`config.mk`:
```
export PLATFORM = sky130hd
export DESIGN_NAME = bundle_nway_mapper
export DESIGN_NICKNAME = d
export VERILOG_FILES = /design/src/rtl/bundle_pkg.sv /design/src/rtl/bundle_vote_accumulator.sv /design/src/rtl/bundle_nway_mapper.sv
export SDC_FILE = /design/constraint.sdc
export NUM_CORES = 1
export LEC_CHECK = 0
export BUFFER_PORTS_ARGS = -buffer_cell sky130_fd_sc_hd__buf_2
export CORE_MARGIN = 2
export CORE_UTILIZATION = 65
export DETAILED_ROUTE_END_ITERATION = 8
export GPL_TIMING_DRIVEN = 0
export PLACE_DENSITY = 0.86
export SLEW_MARGIN = 20
export SYNTH_ARGS = -nofsm -noshare
export SYNTH_HDL_FRONTEND = slang
export SYNTH_SLANG_ARGS = --single-unit
```
`constraint.sdc`:
```
create_clock -name clk -period 9.9 [get_ports clk]
set_input_delay 0.99 -clock clk [delete_from_list [all_inputs] [get_ports clk]]
set_output_delay 0.99 -clock clk [all_outputs]
set_load 0.02 [all_outputs]
```
`src/rtl/bundle_pkg.sv`:
```
// Shared types and constants for the N-way hypervector bundler.
// Contents: FSM state encoding, tie-rule constants, operand-count width helper.
package bundle_pkg;

    typedef enum logic [2:0] {
        IDLE = 3'd0,
        RD   = 3'd1,
        LAST = 3'd2,
        WR   = 3'd3,
        DONE = 3'd4
    } state_e;

    localparam logic TIE_FORCE_POS  = 1'b0;
    localparam logic TIE_COPY_FIRST = 1'b1;

    // Width able to hold 0..max_operands, used for op_count and ones counters.
    function automatic int unsigned opc_width(input int unsigned max_operands);
        int unsigned w;
        w = 0;
        while ((32'd1 << w) < (max_operands + 32'd1)) begin
            w = w + 1;
        end
        return w;
    endfunction

endpackage

```
`src/rtl/bundle_vote_accumulator.sv`:
```
// Per-element majority vote over a stream of operand words.
// Ports:
//   clk, reset_n  clock, async active-low reset
//   clr           clear all ones counters and the tie register
//   acc_en        add data into the ones counters this cycle
//   first         data is operand 0 of the current word (captured for ties)
//   data          operand word
//   op_count      number of operands being bundled
//   tie_mode      TIE_FORCE_POS or TIE_COPY_FIRST
//   result        vote over the counters including the pending accumulate
module bundle_vote_accumulator
    import bundle_pkg::*;
#(
    parameter int unsigned HV_DATA_WIDTH = 32,
    parameter int unsigned OPC_WIDTH     = 4
) (
    input  logic                     clk,
    input  logic                     reset_n,
    input  logic                     clr,
    input  logic                     acc_en,
    input  logic                     first,
    input  logic [HV_DATA_WIDTH-1:0] data,
    input  logic [OPC_WIDTH-1:0]     op_count,
    input  logic                     tie_mode,
    output logic [HV_DATA_WIDTH-1:0] result
);

    logic [OPC_WIDTH-1:0]     ones_q  [HV_DATA_WIDTH];
    logic [OPC_WIDTH-1:0]     ones_nx [HV_DATA_WIDTH];
    logic [HV_DATA_WIDTH-1:0] tie_q;
    logic [HV_DATA_WIDTH-1:0] tie_nx;

    // Counter values after this cycle's accumulate, so the final operand
    // contributes to the result in the same cycle it arrives.
    always_comb begin
        for (int unsigned e = 0; e < HV_DATA_WIDTH; e++) begin
            ones_nx[e] = ones_q[e] + OPC_WIDTH'(acc_en & data[e]);
        end
        tie_nx = (acc_en && first) ? data : tie_q;
    end

    // Majority compare: 2*ones against op_count, one extra bit of headroom.
    always_comb begin
        result = '0;
        for (int unsigned e = 0; e < HV_DATA_WIDTH; e++) begin
            if ({ones_nx[e], 1'b0} > {1'b0, op_count}) begin
                result[e] = 1'b1;
            end else if ({ones_nx[e], 1'b0} < {1'b0, op_count}) begin
                result[e] = 1'b0;
            end else begin
                result[e] = (tie_mode == TIE_COPY_FIRST) ? tie_nx[e] : 1'b1;
            end
        end
    end

    // Counter and tie storage.
    always_ff @(posedge clk or negedge reset_n) begin
        if (!reset_n) begin
            for (int unsigned e = 0; e < HV_DATA_WIDTH; e++) begin
                ones_q[e] <= '0;
            end
            tie_q <= '0;
        end else if (clr) begin
            for (int unsigned e = 0; e < HV_DATA_WIDTH; e++) begin
                ones_q[e] <= '0;
            end
            tie_q <= '0;
        end else if (acc_en) begin
            for (int unsigned e = 0; e < HV_DATA_WIDTH; e++) begin
                ones_q[e] <= ones_nx[e];
            end
            tie_q <= tie_nx;
        end
    end

endmodule

```
`src/rtl/bundle_nway_mapper.sv`:
```
// Bundles 1..MAX_OPERANDS hypervectors from DPRAM into a destination vector,
// one word at a time, using a per-element majority vote.
// Ports:
//   clk, reset_n          clock, async active-low reset
//   start                 request pulse, sampled only in IDLE
//   op_base, op_stride    operand 0 address and distance between operands
//   op_count, hv_words    operand count and vector length in words
//   dst_base, tie_mode    destination address and tie rule
//   we_n, address,        DPRAM port (registered outputs)
//   data_wr, data_rd      read data arrives one cycle after its address
//   busy, done, err       status; err accompanies done on a rejected request
module bundle_nway_mapper
    import bundle_pkg::*;
#(
    parameter  int unsigned HV_DATA_WIDTH    = 32,
    parameter  int unsigned HV_ADDRESS_WIDTH = 20,
    parameter  int unsigned MAX_OPERANDS     = 8,
    localparam int unsigned OPC_WIDTH        = opc_width(MAX_OPERANDS)
) (
    input  logic                        clk,
    input  logic                        reset_n,
    input  logic                        start,
    input  logic [HV_ADDRESS_WIDTH-1:0] op_base,
    input  logic [HV_ADDRESS_WIDTH-1:0] op_stride,
    input  logic [OPC_WIDTH-1:0]        op_count,
    input  logic [HV_ADDRESS_WIDTH-1:0] hv_words,
    input  logic [HV_ADDRESS_WIDTH-1:0] dst_base,
    input  logic                        tie_mode,
    output logic                        we_n,
    output logic [HV_ADDRESS_WIDTH-1:0] address,
    output logic [HV_DATA_WIDTH-1:0]    data_wr,
    input  logic [HV_DATA_WIDTH-1:0]    data_rd,
    output logic                        busy,
    output logic                        done,
    output logic                        err
);

    localparam int unsigned AW = HV_ADDRESS_WIDTH;

    state_e               state_q, state_nx;
    logic [OPC_WIDTH-1:0] k_q, k_nx;
    logic [AW-1:0]        w_q, w_nx;
    logic [AW-1:0]        row_q, row_nx;     // op_base + w
    logic [AW-1:0]        rd_q, rd_nx;       // op_base + k*op_stride + w
    logic [AW-1:0]        wp_q, wp_nx;       // dst_base + w
    logic [AW-1:0]        stride_q;
    logic [AW-1:0]        words_q;
    logic [OPC_WIDTH-1:0] count_q;
    logic                 tie_mode_q;
    logic                 reject_c;

    logic                     we_n_nx, busy_nx, done_nx, err_nx;
    logic [AW-1:0]            address_nx;
    logic [HV_DATA_WIDTH-1:0] data_wr_nx;

    logic                     acc_en_c, first_c, clr_c;
    logic [HV_DATA_WIDTH-1:0] vote_c;

    // Accumulate the read issued last cycle; operand 0 arrives at k==1,
    // or in LAST when only one operand is bundled.
    assign acc_en_c = ((state_q == RD) && (k_q != '0)) || (state_q == LAST);
    assign first_c  = ((state_q == RD) && (k_q == OPC_WIDTH'(1)))
                   || ((state_q == LAST) && (count_q == OPC_WIDTH'(1)));
    assign clr_c    = (state_q == WR);

    bundle_vote_accumulator #(
        .HV_DATA_WIDTH (HV_DATA_WIDTH),
        .OPC_WIDTH     (OPC_WIDTH)
    ) u_vote (
        .clk      (clk),
        .reset_n  (reset_n),
        .clr      (clr_c),
        .acc_en   (acc_en_c),
        .first    (first_c),
        .data     (data_rd),
        .op_count (count_q),
        .tie_mode (tie_mode_q),
        .result   (vote_c)
    );

    // Next state and address pointers.
    always_comb begin
        state_nx = state_q;
        k_nx     = k_q;
        w_nx     = w_q;
        row_nx   = row_q;
        rd_nx    = rd_q;
        wp_nx    = wp_q;
        reject_c = 1'b0;
        unique case (state_q)
            IDLE: begin
                if (start) begin
                    if ((op_count == '0) || (op_count > OPC_WIDTH'(MAX_OPERANDS))
                        || (hv_words == '0)) begin
                        reject_c = 1'b1;
                        state_nx = DONE;
                    end else begin
                        state_nx = RD;
                        k_nx     = '0;
                        w_nx     = '0;
                        row_nx   = op_base;
                        rd_nx    = op_base;
                        wp_nx    = dst_base;
                    end
                end
            end
            RD: begin
                if (k_q == (count_q - OPC_WIDTH'(1))) begin
                    state_nx = LAST;
                end else begin
                    k_nx  = k_q + OPC_WIDTH'(1);
                    rd_nx = rd_q + stride_q;
                end
            end
            LAST: begin
                state_nx = WR;
            end
            WR: begin
                if (w_q == (words_q - AW'(1))) begin
                    state_nx = DONE;
                end else begin
                    state_nx = RD;
                    k_nx     = '0;
                    w_nx     = w_q + AW'(1);
                    row_nx   = row_q + AW'(1);
                    rd_nx    = row_q + AW'(1);
                    wp_nx    = wp_q + AW'(1);
                end
            end
            DONE: begin
                state_nx = IDLE;
            end
            default: begin
                state_nx = IDLE;
            end
        endcase
    end

    // Output values for the coming cycle, decoded from the next state.
    always_comb begin
        we_n_nx    = 1'b1;
        address_nx = '0;
        data_wr_nx = '0;
        busy_nx    = 1'b0;
        done_nx    = 1'b0;
        err_nx     = 1'b0;
        unique case (state_nx)
            RD: begin
                busy_nx    = 1'b1;
                address_nx = rd_nx;
            end
            LAST: begin
                busy_nx = 1'b1;
            end
            WR: begin
                busy_nx    = 1'b1;
                we_n_nx    = 1'b0;
                address_nx = wp_nx;
                data_wr_nx = vote_c;
            end
            DONE: begin
                done_nx = 1'b1;
                err_nx  = reject_c;
            end
            default: begin
            end
        endcase
    end

    // State, pointers, latched request and registered outputs.
    always_ff @(posedge clk or negedge reset_n) begin
        if (!reset_n) begin
            state_q    <= IDLE;
            k_q        <= '0;
            w_q        <= '0;
            row_q      <= '0;
            rd_q       <= '0;
            wp_q       <= '0;
            stride_q   <= '0;
            words_q    <= '0;
            count_q    <= '0;
            tie_mode_q <= 1'b0;
            we_n       <= 1'b1;
            address    <= '0;
            data_wr    <= '0;
            busy       <= 1'b0;
            done       <= 1'b0;
            err        <= 1'b0;
        end else begin
            state_q <= state_nx;
            k_q     <= k_nx;
            w_q     <= w_nx;
            row_q   <= row_nx;
            rd_q    <= rd_nx;
            wp_q    <= wp_nx;
            if ((state_q == IDLE) && start) begin
                stride_q   <= op_stride;
                words_q    <= hv_words;
                count_q    <= op_count;
                tie_mode_q <= tie_mode;
            end
            we_n    <= we_n_nx;
            address <= address_nx;
            data_wr <= data_wr_nx;
            busy    <= busy_nx;
            done    <= done_nx;
            err     <= err_nx;
        end
    end

endmodule

```
==> results of run 1 <==
[per-layer routing]
layer	up-vias	wire [um]
met3	269	5480
met1	8835	23100
met2	1092	28500
li1	8101	-
met4	2	3580
met5	-	12
[cell usage after synthesis, drive strengths merged, types with 5 or more instances]
cell	count	share of area, %
o22ai	9	0.27
nor3	26	0.66
o211ai	12	0.44
and2	7	0.21
a222oi	5	0.24
xnor2	89	3.8
or3	7	0.21
nand2b	24	0.73
a21o	45	1.6
inv	33	0.60
o31ai	6	0.22
buf	20	0.59
a221o	5	0.24
nor2	99	1.8
nor4b	7	0.33
a221oi	8	0.37
o21a	34	1.2
a21oi	138	3.4
nand2	226	4.1
nand3	66	1.6
nand4	45	1.4
dfrtp	347	42
mux2	41	2.3
nor2b	25	0.76
a22oi	17	0.62
mux2i	5	0.24
ha	188	11
and4	5	0.21
o21ai	147	3.6
nor4	17	0.55
clkbuf	90	1.6
or4	13	0.51
nand4b	5	0.21
and3	46	1.4
a211oi	7	0.26
a22o	100	4.3
a31oi	7	0.21
xor2	55	2.4
[power breakdown]
group	leakage (nW)	internal (mW)	switching, mW	total (mW)
registers	4.35	1.48	0.0394	1.51
clock network	0.625	0.842	0.598	1.44
logic	6.45	0.156	0.170	0.326
[stage by stage]
stage,std cells,instance area [um2]
floorplan,2089,20500
global placement,2666,21900
detailed placement,2672,22000
CTS,2740,23300
global route,2740,23300
finish,2740,23300
[kinds of logic after synthesis]
group / count (synthesis) / synth area share [%]
compound gates: 583 / 18.9
xor+xnor: 145 / 6.26
flops: 348 / 42.5
simple gates: 635 / 15.4
buf+inv: 143 / 2.84
fa+ha+maj: 189 / 11.6
mux: 46 / 2.50
[layout make-up]
| cell class | count | area [um2] | area share, % |
|---|---|---|---|
| buffer | 110 | 459 | 1.97 |
| clock buffer | 56 | 1160 | 4.99 |
| clock inverter | 12 | 95.1 | 0.408 |
| inverter | 33 | 124 | 0.532 |
| multi-input combinational | 1598 | 11200 | 48.1 |
| sequential | 348 | 8710 | 37.4 |
| tap | 402 | 503 | 2.16 |
| timing repair buffer | 181 | 1040 | 4.45 |
[worst paths after layout]
check / from / endpoint / depth (start not counted)
max: words_q[7]$_DFFE_PN0P_ / address[12]$_DFF_PN0_ / 11
min reg2reg: u_vote.tie_q[5]$_DFFE_PN0P_ / u_vote.tie_q[5]$_DFFE_PN0P_ / 2
max reg2reg: words_q[7]$_DFFE_PN0P_ / address[12]$_DFF_PN0_ / 11
min in group clk: u_vote.tie_q[5]$_DFFE_PN0P_ / u_vote.tie_q[5]$_DFFE_PN0P_ / 2
max in group asynchronous: reset_n / u_vote.ones_q[55]$_DFFE_PN0P_ / 2
min: reset_n / u_vote.tie_q[7]$_DFFE_PN0P_ / 1
[worst max-delay path: cells and delay by family, from the launching register on]
| family | cells | cell delay (ps) |
|---|---|---|
| simple gates | 6 | 2210 |
| buf+inv | 3 | 870 |
| compound gates | 2 | 640 |
| flops | 1 | 370 |
==> impl_metrics.env, run 1 <==
export IMPL_status="finished clean"
export IMPL_syn_area_um2=20500
export IMPL_cts_tree="yes"
export IMPL_relSlewSlack_pct=28.8
export IMPL_max_clock_path_buffers=3
export IMPL_grt_max_degree=102
export IMPL_cts_resized=0
export IMPL_peakVddDrop_uv=140
export IMPL_routed_wl_mm=60.7
export IMPL_grtUsageMet2_pct=60.3
export IMPL_tightest_slew_ps=1040
export IMPL_clock_root_buffer="clkbuf_16"
export IMPL_period_share_pct=43.1
export IMPL_syn_num_nets=2398
export IMPL_hold_buffers=0
export IMPL_insertion_delay_ps=530
export IMPL_drt_iter0_drc=1904
export IMPL_hold_viol=0
export IMPL_grt_use_met1_pct=45.9
export IMPL_via_count=18299
export IMPL_holdWs_ps=412
export IMPL_first_pass_iters=5
export IMPL_hold_path_class="in -> async"
export IMPL_antenna_cells=0
export IMPL_antenna_found_initial=1
export IMPL_r2r_slack_ps=5630
export IMPL_crit_chain="buf_6 -> nor4_2 -> nand4_1 -> or3_1 -> a2111oi_2 -> nand4b_1 -> nor3_2 -> or3_1 -> clkbuf_1 -> buf_2 -> o22ai_1"
export IMPL_tns_ps=0
export IMPL_place_congestion=0.980
export IMPL_fin_crit_ps=4270
export IMPL_max_freq_mhz=234
export IMPL_start_kind="flop"
export IMPL_rows=65
export IMPL_slowest_delay_ps=550
export IMPL_dieArea_um2=33000
export IMPL_final_util_pct=74.4
export IMPL_clkTransAtPathRegs_ps=60
export IMPL_portBuffers=175
export IMPL_required_ps=10270
export IMPL_cts_setup_buffers=0
export IMPL_drt_vias_per_instance=6.68
export IMPL_final_common_cell="dfrtp_1"
export IMPL_wire_per_inst_um=22.1
export IMPL_fin_skew_ps=13.5
export IMPL_top_register="u_vote.ones_q"
export IMPL_syn_inst=2089
export IMPL_ys_types=82
export IMPL_preCtsSetupSlack_ps=5250
export IMPL_yosysWarnings=0
export IMPL_setup_ws_ps=5630
export IMPL_h_tree_depth=2
export IMPL_ioPinCount=176
export IMPL_cap_violations=0
export IMPL_leakagePower_nw=11.4
export IMPL_layout_drive_gt1_share_pct=13.4
export IMPL_grt_ovfl_total=0
export IMPL_drc=0
export IMPL_chipHeight_um=182
export IMPL_synth_edff_count=0
export IMPL_grt_pass1_vias=18906
export IMPL_synth_seq_area_share_pct=42.5
export IMPL_grtUsageMet3_pct=6.82
export IMPL_antenna_left=0
export IMPL_final_cell_mix="dfrtp_1, nand2_1, ha_1"
export IMPL_cts_buffers=39
export IMPL_syn2layout_area_growth_pct=13.7
export IMPL_clock_sinks=348
export IMPL_ys_ff_latch=348
export IMPL_die_width_um=182
export IMPL_placeableCoreArea_um2=31300
export IMPL_syn_avg_cell_area_um2=9.81
export IMPL_path_class="reg -> reg"
export IMPL_reg_largest_list="u_vote.ones_q: 128 flops, data_wr: 32 flops, u_vote.tie_q: 32 flops"
export IMPL_busiest_layer="met2"
export IMPL_path_common_cell="or3_1"
export IMPL_total_power_mw=3.28
export IMPL_gr_usage_all_layers_pct=36.9
export IMPL_fin_nets=2620
export IMPL_start_util_pct=65.5
export IMPL_cp_slowest_cell="nor4_2"
export IMPL_arrival_ps=4640
export IMPL_grt_pass1_wl_mm=96.8
export IMPL_setup_viol=0
export IMPL_cp_max_fo=10
export IMPL_fillers=2117
export IMPL_dp_hpwl_mm=42.3
export IMPL_rsz0062_at_grt="false"
export IMPL_final_max_slew_viol_count=0
export IMPL_async_reset_ff_share_pct=100
export IMPL_power_density_nw_per_um2=141
export IMPL_end_kind="flop"
export IMPL_synthFlopType="dfrtp_1"
export IMPL_largest_reg_flops=128
No activity file was read; power rests on OpenSTA's default activity.
==> run 2, diff against run 1 <==
--- a/config.mk
+++ b/config.mk
@@ -7,10 +7,10 @@
 export LEC_CHECK = 0
 export BUFFER_PORTS_ARGS = -buffer_cell sky130_fd_sc_hd__buf_2
 export CORE_MARGIN = 2
-export CORE_UTILIZATION = 65
+export CORE_UTILIZATION = 61
 export DETAILED_ROUTE_END_ITERATION = 8
 export GPL_TIMING_DRIVEN = 0
-export PLACE_DENSITY = 0.86
+export PLACE_DENSITY = 0.81
 export SLEW_MARGIN = 20
 export SYNTH_ARGS = -nofsm -noshare
 export SYNTH_HDL_FRONTEND = slang
==> constraint.sdc (replaced) <==
create_clock -name clk -period 4.4 [get_ports clk]
set_input_delay 0.44 -clock clk [delete_from_list [all_inputs] [get_ports clk]]
set_output_delay 0.44 -clock clk [all_outputs]
set_load 0.02 [all_outputs]
==> impl_metrics.env, run 2 (same netlist as run 1, synthesis figures left out) <==
export IMPL_status="finished clean"
export IMPL_reg_largest_list="u_vote.ones_q: 128 flops, data_wr: 32 flops, u_vote.tie_q: 32 flops"
export IMPL_die_width_um=187
export IMPL_syn2layout_area_growth_pct=13.9
export IMPL_place_area_um2=22100
export IMPL_routed_wl_mm=60.5
export IMPL_first_pass_iters=6
export IMPL_cts_tree="yes"
export IMPL_combPwrFrac_pct=9.8
export IMPL_final_util_pct=70.2
export IMPL_place_congestion=0.960
export IMPL_max_freq_mhz=236
export IMPL_cts_buffers=39
export IMPL_dp_hpwl_mm=42.1
export IMPL_arrival_ps=4620
export IMPL_tightest_slew_ps=1070
export IMPL_drc=0
export IMPL_start_kind="flop"
export IMPL_p_seq_share_pct=46.0
export IMPL_final_cell_mix="dfrtp_1, nand2_1, ha_1"
export IMPL_antenna_found_initial=3
export IMPL_period_share_pct=96.5
export IMPL_grt_pass1_vias=18048
export IMPL_max_clock_path_buffers=3
export IMPL_via_count=17960
export IMPL_fin_crit_ps=4240
export IMPL_hold_viol=0
export IMPL_largest_reg_flops=128
export IMPL_placeableCoreArea_um2=33300
export IMPL_switchingPower_mw=1.81
export IMPL_pwr_share_clk_pct=44.1
export IMPL_end_kind="flop"
export IMPL_fin_area_um2=23400
export IMPL_drt_vias_per_instance=6.45
export IMPL_grt_ovfl_total=0
export IMPL_path_class="reg -> reg"
export IMPL_layout_drive_gt1_share_pct=13.1
export IMPL_power_density_nw_per_um2=317
export IMPL_peakVddDrop_uv=295
export IMPL_wire_per_inst_um=21.7
export IMPL_antenna_left=0
export IMPL_clock_sinks=348
export IMPL_clock_root_buffer="clkbuf_16"
export IMPL_portBuffers=175
export IMPL_fillers=2512
export IMPL_grt_pass1_wl_mm=96.5
export IMPL_required_ps=4770
export IMPL_rsz0062_at_grt="false"
export IMPL_multi_input_area_um2=11200
export IMPL_setup_viol=0
export IMPL_gr_usage_all_layers_pct=34.6
export IMPL_chipHeight_um=187
export IMPL_switching_share_pct=24.5
export IMPL_insertion_delay_ps=570
export IMPL_h_tree_depth=2
export IMPL_p_int_mw=5.59
export IMPL_fin_skew_ps=21.2
export IMPL_ioPinCount=176
export IMPL_regArea_um2=8710
export IMPL_final_common_cell="dfrtp_1"
export IMPL_relSlewSlack_pct=28.6
export IMPL_leakagePower_nw=11.4
export IMPL_cap_violations=0
export IMPL_fin_nets=2621
export IMPL_rows=67
export IMPL_final_max_slew_viol_count=0
export IMPL_total_power_mw=7.40
export IMPL_top_register="u_vote.ones_q"
export IMPL_start_util_pct=61.6
export IMPL_dieArea_um2=35100
export IMPL_drt_iter0_drc=1882
export IMPL_cts_setup_buffers=0
export IMPL_hold_path_class="in -> reg"
export IMPL_grt_max_degree=98
export IMPL_cp_max_fo=10
export IMPL_clkTransAtPathRegs_ps=60
-- run 2: cell type report --
type	instances	share of cell area, %
Inverter	33	0.530
Buffer	110	1.97
Tap cell	448	2.40
Multi-Input combinational cell	1598	48.0
Clock inverter	10	0.547
Clock buffer	54	4.73
Sequential cell	348	37.3
Timing Repair Buffer	182	4.48
Antenna cell	1	0.0107
-- run 2: metal layers --
layer	vias up	wire [um]	GRT usage (%)
met1	8751	23900	43.2
met2	882	28500	57.5
met3	224	4980	7.02
met5	-	22	0
li1	8099	-	-
met4	4	3080	17.3
-- run 2: final timing paths --
kind / startpoint / to / slack (ps) / cells after the start
min in group asynchronous: reset_n / u_vote.tie_q[7]$_DFFE_PN0P_ / 440 / 2
max in group asynchronous: reset_n / we_n$_DFF_PN1_ / 3060 / 3
min reg2reg: u_vote.tie_q[5]$_DFFE_PN0P_ / u_vote.tie_q[5]$_DFFE_PN0P_ / 480 / 2
min: hv_words[1] / words_q[1]$_DFFE_PN0P_ / 100 / 3
max: words_q[2]$_DFFE_PN0P_ / address[12]$_DFF_PN0_ / 160 / 11
max reg2reg: words_q[2]$_DFFE_PN0P_ / address[12]$_DFF_PN0_ / 160 / 11
-- run 2: through the flow --
stage | setup WS [ps] | std cells | setup TNS (ps) | hold slack [ps]
floorplan | 1180 | 2089 | 0 | 144
global placement | -3810 | 2712 | -1313660 | 459
detailed placement | 204 | 2718 | 0 | 427
CTS | 205 | 2783 | 0 | 94.0
global route | 5.98 | 2783 | 0 | 101
finish | 155 | 2784 | 0 | 101
-- run 2: power by group through the flow --
stage	Sequential (mW)	Combinational, mW	Clock [mW]
after floorplan	3.44	0.453	0
after global placement	3.45	0.654	0
after detailed placement	3.46	0.715	0
after CTS	3.40	0.727	3.28
after global routing	3.42	0.825	3.41
final	3.41	0.726	3.27
-- run 2: what timing repair did --
| action | CTS | global route |
|---|---|---|
| endpoints found under the hold margin | 62 | 0 |
| resized for setup | 0 | 2 |
| hold buffers | 1 | 0 |
| setup endpoints to repair | 0 | 5 |
-- run 2: critical path, cell delays in order, from the launching register on --
cell	delay (ps)
dfrtp_1	360
clkbuf_1	190
nor3_1	460
nand4_1	350
or3_1	480
a2111oi_2	460
nand4b_1	360
nor3_2	350
or3_1	170
clkbuf_1	280
buf_2	390
o22ai_1	190
==> run 3, diff against run 2 <==
--- a/config.mk
+++ b/config.mk
@@ -11,6 +11,7 @@
 export DETAILED_ROUTE_END_ITERATION = 8
 export GPL_TIMING_DRIVEN = 0
 export PLACE_DENSITY = 0.81
+export RECOVER_POWER = 25
 export SLEW_MARGIN = 20
 export SYNTH_ARGS = -nofsm -noshare
 export SYNTH_HDL_FRONTEND = slang
==> impl_metrics.env, run 3 (same netlist as run 1, synthesis figures left out) <==
export IMPL_fin_area_um2=23300
export IMPL_period_share_pct=96.7
export IMPL_placeableCoreArea_um2=33300
export IMPL_setup_viol=0
export IMPL_leakagePower_nw=11.4
export IMPL_hold_viol=0
export IMPL_largest_reg_flops=128
export IMPL_preCtsSetupSlack_ps=204
export IMPL_chipHeight_um=187
export IMPL_r2r_cells=11
export IMPL_tns_ps=0
export IMPL_required_ps=4780
export IMPL_setup_ws_ps=144
export IMPL_fin_crit_ps=4260
export IMPL_gr_usage_all_layers_pct=34.6
export IMPL_syn2layout_area_growth_pct=13.7
export IMPL_grt_pass1_vias=18048
export IMPL_tightest_slew_ps=2980
export IMPL_r2r_slack_ps=140
export IMPL_dp_hpwl_mm=42.1
export IMPL_first_pass_iters=6
export IMPL_fillers=2518
export IMPL_grt_max_degree=98
export IMPL_hold_end="words_q[1]$_DFFE_PN0P_"
export IMPL_antenna_left=0
export IMPL_reg_largest_list="u_vote.ones_q: 128 flops, data_wr: 32 flops, u_vote.tie_q: 32 flops"
export IMPL_final_max_slew_viol_count=66
export IMPL_drt_vias_per_instance=6.42
export IMPL_drc=0
export IMPL_clock_root_buffer="clkbuf_16"
export IMPL_holdWs_ps=101
export IMPL_h_tree_depth=2
export IMPL_final_cell_mix="dfrtp_1, nand2_1, ha_1"
export IMPL_final_common_cell="dfrtp_1"
export IMPL_cap_violations=1
export IMPL_dp_cells=2718
export IMPL_min_from="hv_words[1]"
export IMPL_violations="capacitance limit, slew limit"
export IMPL_grtUsageMet2_pct=57.5
export IMPL_peakVddDrop_uv=293
export IMPL_rows=67
export IMPL_hold_path_class="in -> reg"
export IMPL_arrival_ps=4630
export IMPL_place_congestion=0.960
export IMPL_start_util_pct=61.6
export IMPL_cts_tree="yes"
export IMPL_max_clock_path_buffers=3
export IMPL_die_width_um=187
export IMPL_routed_wl_mm=60.6
export IMPL_wire_per_inst_um=21.8
export IMPL_max_freq_mhz=235
export IMPL_end_kind="flop"
export IMPL_antenna_found_initial=3
export IMPL_grt_ovfl_total=0
export IMPL_cts_buffers=39
export IMPL_grtUsageMet3_pct=7.02
export IMPL_drt_iter0_drc=1903
export IMPL_clock_sinks=348
export IMPL_rsz0062_at_grt="false"
export IMPL_ioPinCount=176
export IMPL_cts_setup_buffers=0
export IMPL_r2r_end="address[12]$_DFF_PN0_"
export IMPL_top_register="u_vote.ones_q"
export IMPL_portBuffers=175
export IMPL_grt_use_met1_pct=43.2
export IMPL_fin_nets=2621
export IMPL_grt_pass1_wl_mm=96.5
export IMPL_final_cells=2784
export IMPL_cp_max_fo=10
export IMPL_power_density_nw_per_um2=317
export IMPL_start_kind="flop"
export IMPL_relSlewSlack_pct=-98.7
export IMPL_whs_path_depth=3
export IMPL_path_class="reg -> reg"
export IMPL_insertion_delay_ps=570
export IMPL_dieArea_um2=35100
export IMPL_fin_skew_ps=20.7
export IMPL_status="finished, violations left"
export IMPL_clkTransAtPathRegs_ps=60
export IMPL_layout_drive_gt1_share_pct=13.1
export IMPL_r2r_start="words_q[2]$_DFFE_PN0P_"
export IMPL_busiest_layer="met2"
export IMPL_place_area_um2=22100
export IMPL_via_count=17882
[run 3: cell count changes in the layout (fill, tap and decap cells not counted), sizes merged]
cell and change:
clkdlybuf4s25 +1, buf -1
[run 3: worst max-delay path: stages (launching register included)]
cell       delay [ps]
dfrtp_1           360
clkbuf_1          190
nor3_1            460
nand4_1           350
or3_1             480
a2111oi_2         480
nand4b_1          360
nor3_2            360
or3_1             160
clkbuf_1          280
buf_2             390
o22ai_1           190
[run 3: cell type report]
type,instances,area (um2),share of cell area [%]
antenna,1,2.50,0.0107
buffer,110,459,1.97
clock buffer,54,1100,4.74
clock inverter,10,128,0.548
inverter,33,124,0.532
multi-input combinational,1598,11200,48.2
sequential,348,8710,37.4
tap,448,561,2.41
timing repair buffer,182,992,4.26
[run 3: what timing repair did]
action                                  CTS  global route
endpoints found under the setup margin    0             5
hold buffers                              1             0
endpoints found under the hold margin    62             0
gates resized for setup                   0             2
[run 3: through the flow]
stage | utilization, % | power [mW]
final | 70.0 | 7.39
after CTS | 70.1 | 7.41
after floorplan | - | 3.89
after global placement | 65.9 | 4.10
after detailed placement | 66.4 | 4.17
after global routing | 70.0 | 7.64
[run 3: how the worst max path moves through the flow]
stage                                       from                    end  slack (ps)
after floorplan           words_q[7]$_DFFE_PN0P_   address[0]$_DFF_PN0_        1180
after global placement                   reset_n     rd_q[10]$_DFF_PN0_       -3810
after detailed placement            hv_words[14]   address[9]$_DFF_PN0_         200
after CTS                 words_q[7]$_DFFE_PN0P_  address[12]$_DFF_PN0_         210
after global routing      words_q[2]$_DFFE_PN0P_  address[12]$_DFF_PN0_           6
final                     words_q[2]$_DFFE_PN0P_  address[12]$_DFF_PN0_         140
[run 3: per-layer routing]
metal  share of wire (%)  vias up
met3                 8.0      196
met1                  40     8749
li1                    -     8104
met5               0.038        -
met4                 4.7        4
met2                  48      829
[run 3: report_power, final]
group          switching, mW  internal [mW]
clock                   1.35           1.92
combinational          0.375          0.345
sequential            0.0865           3.32
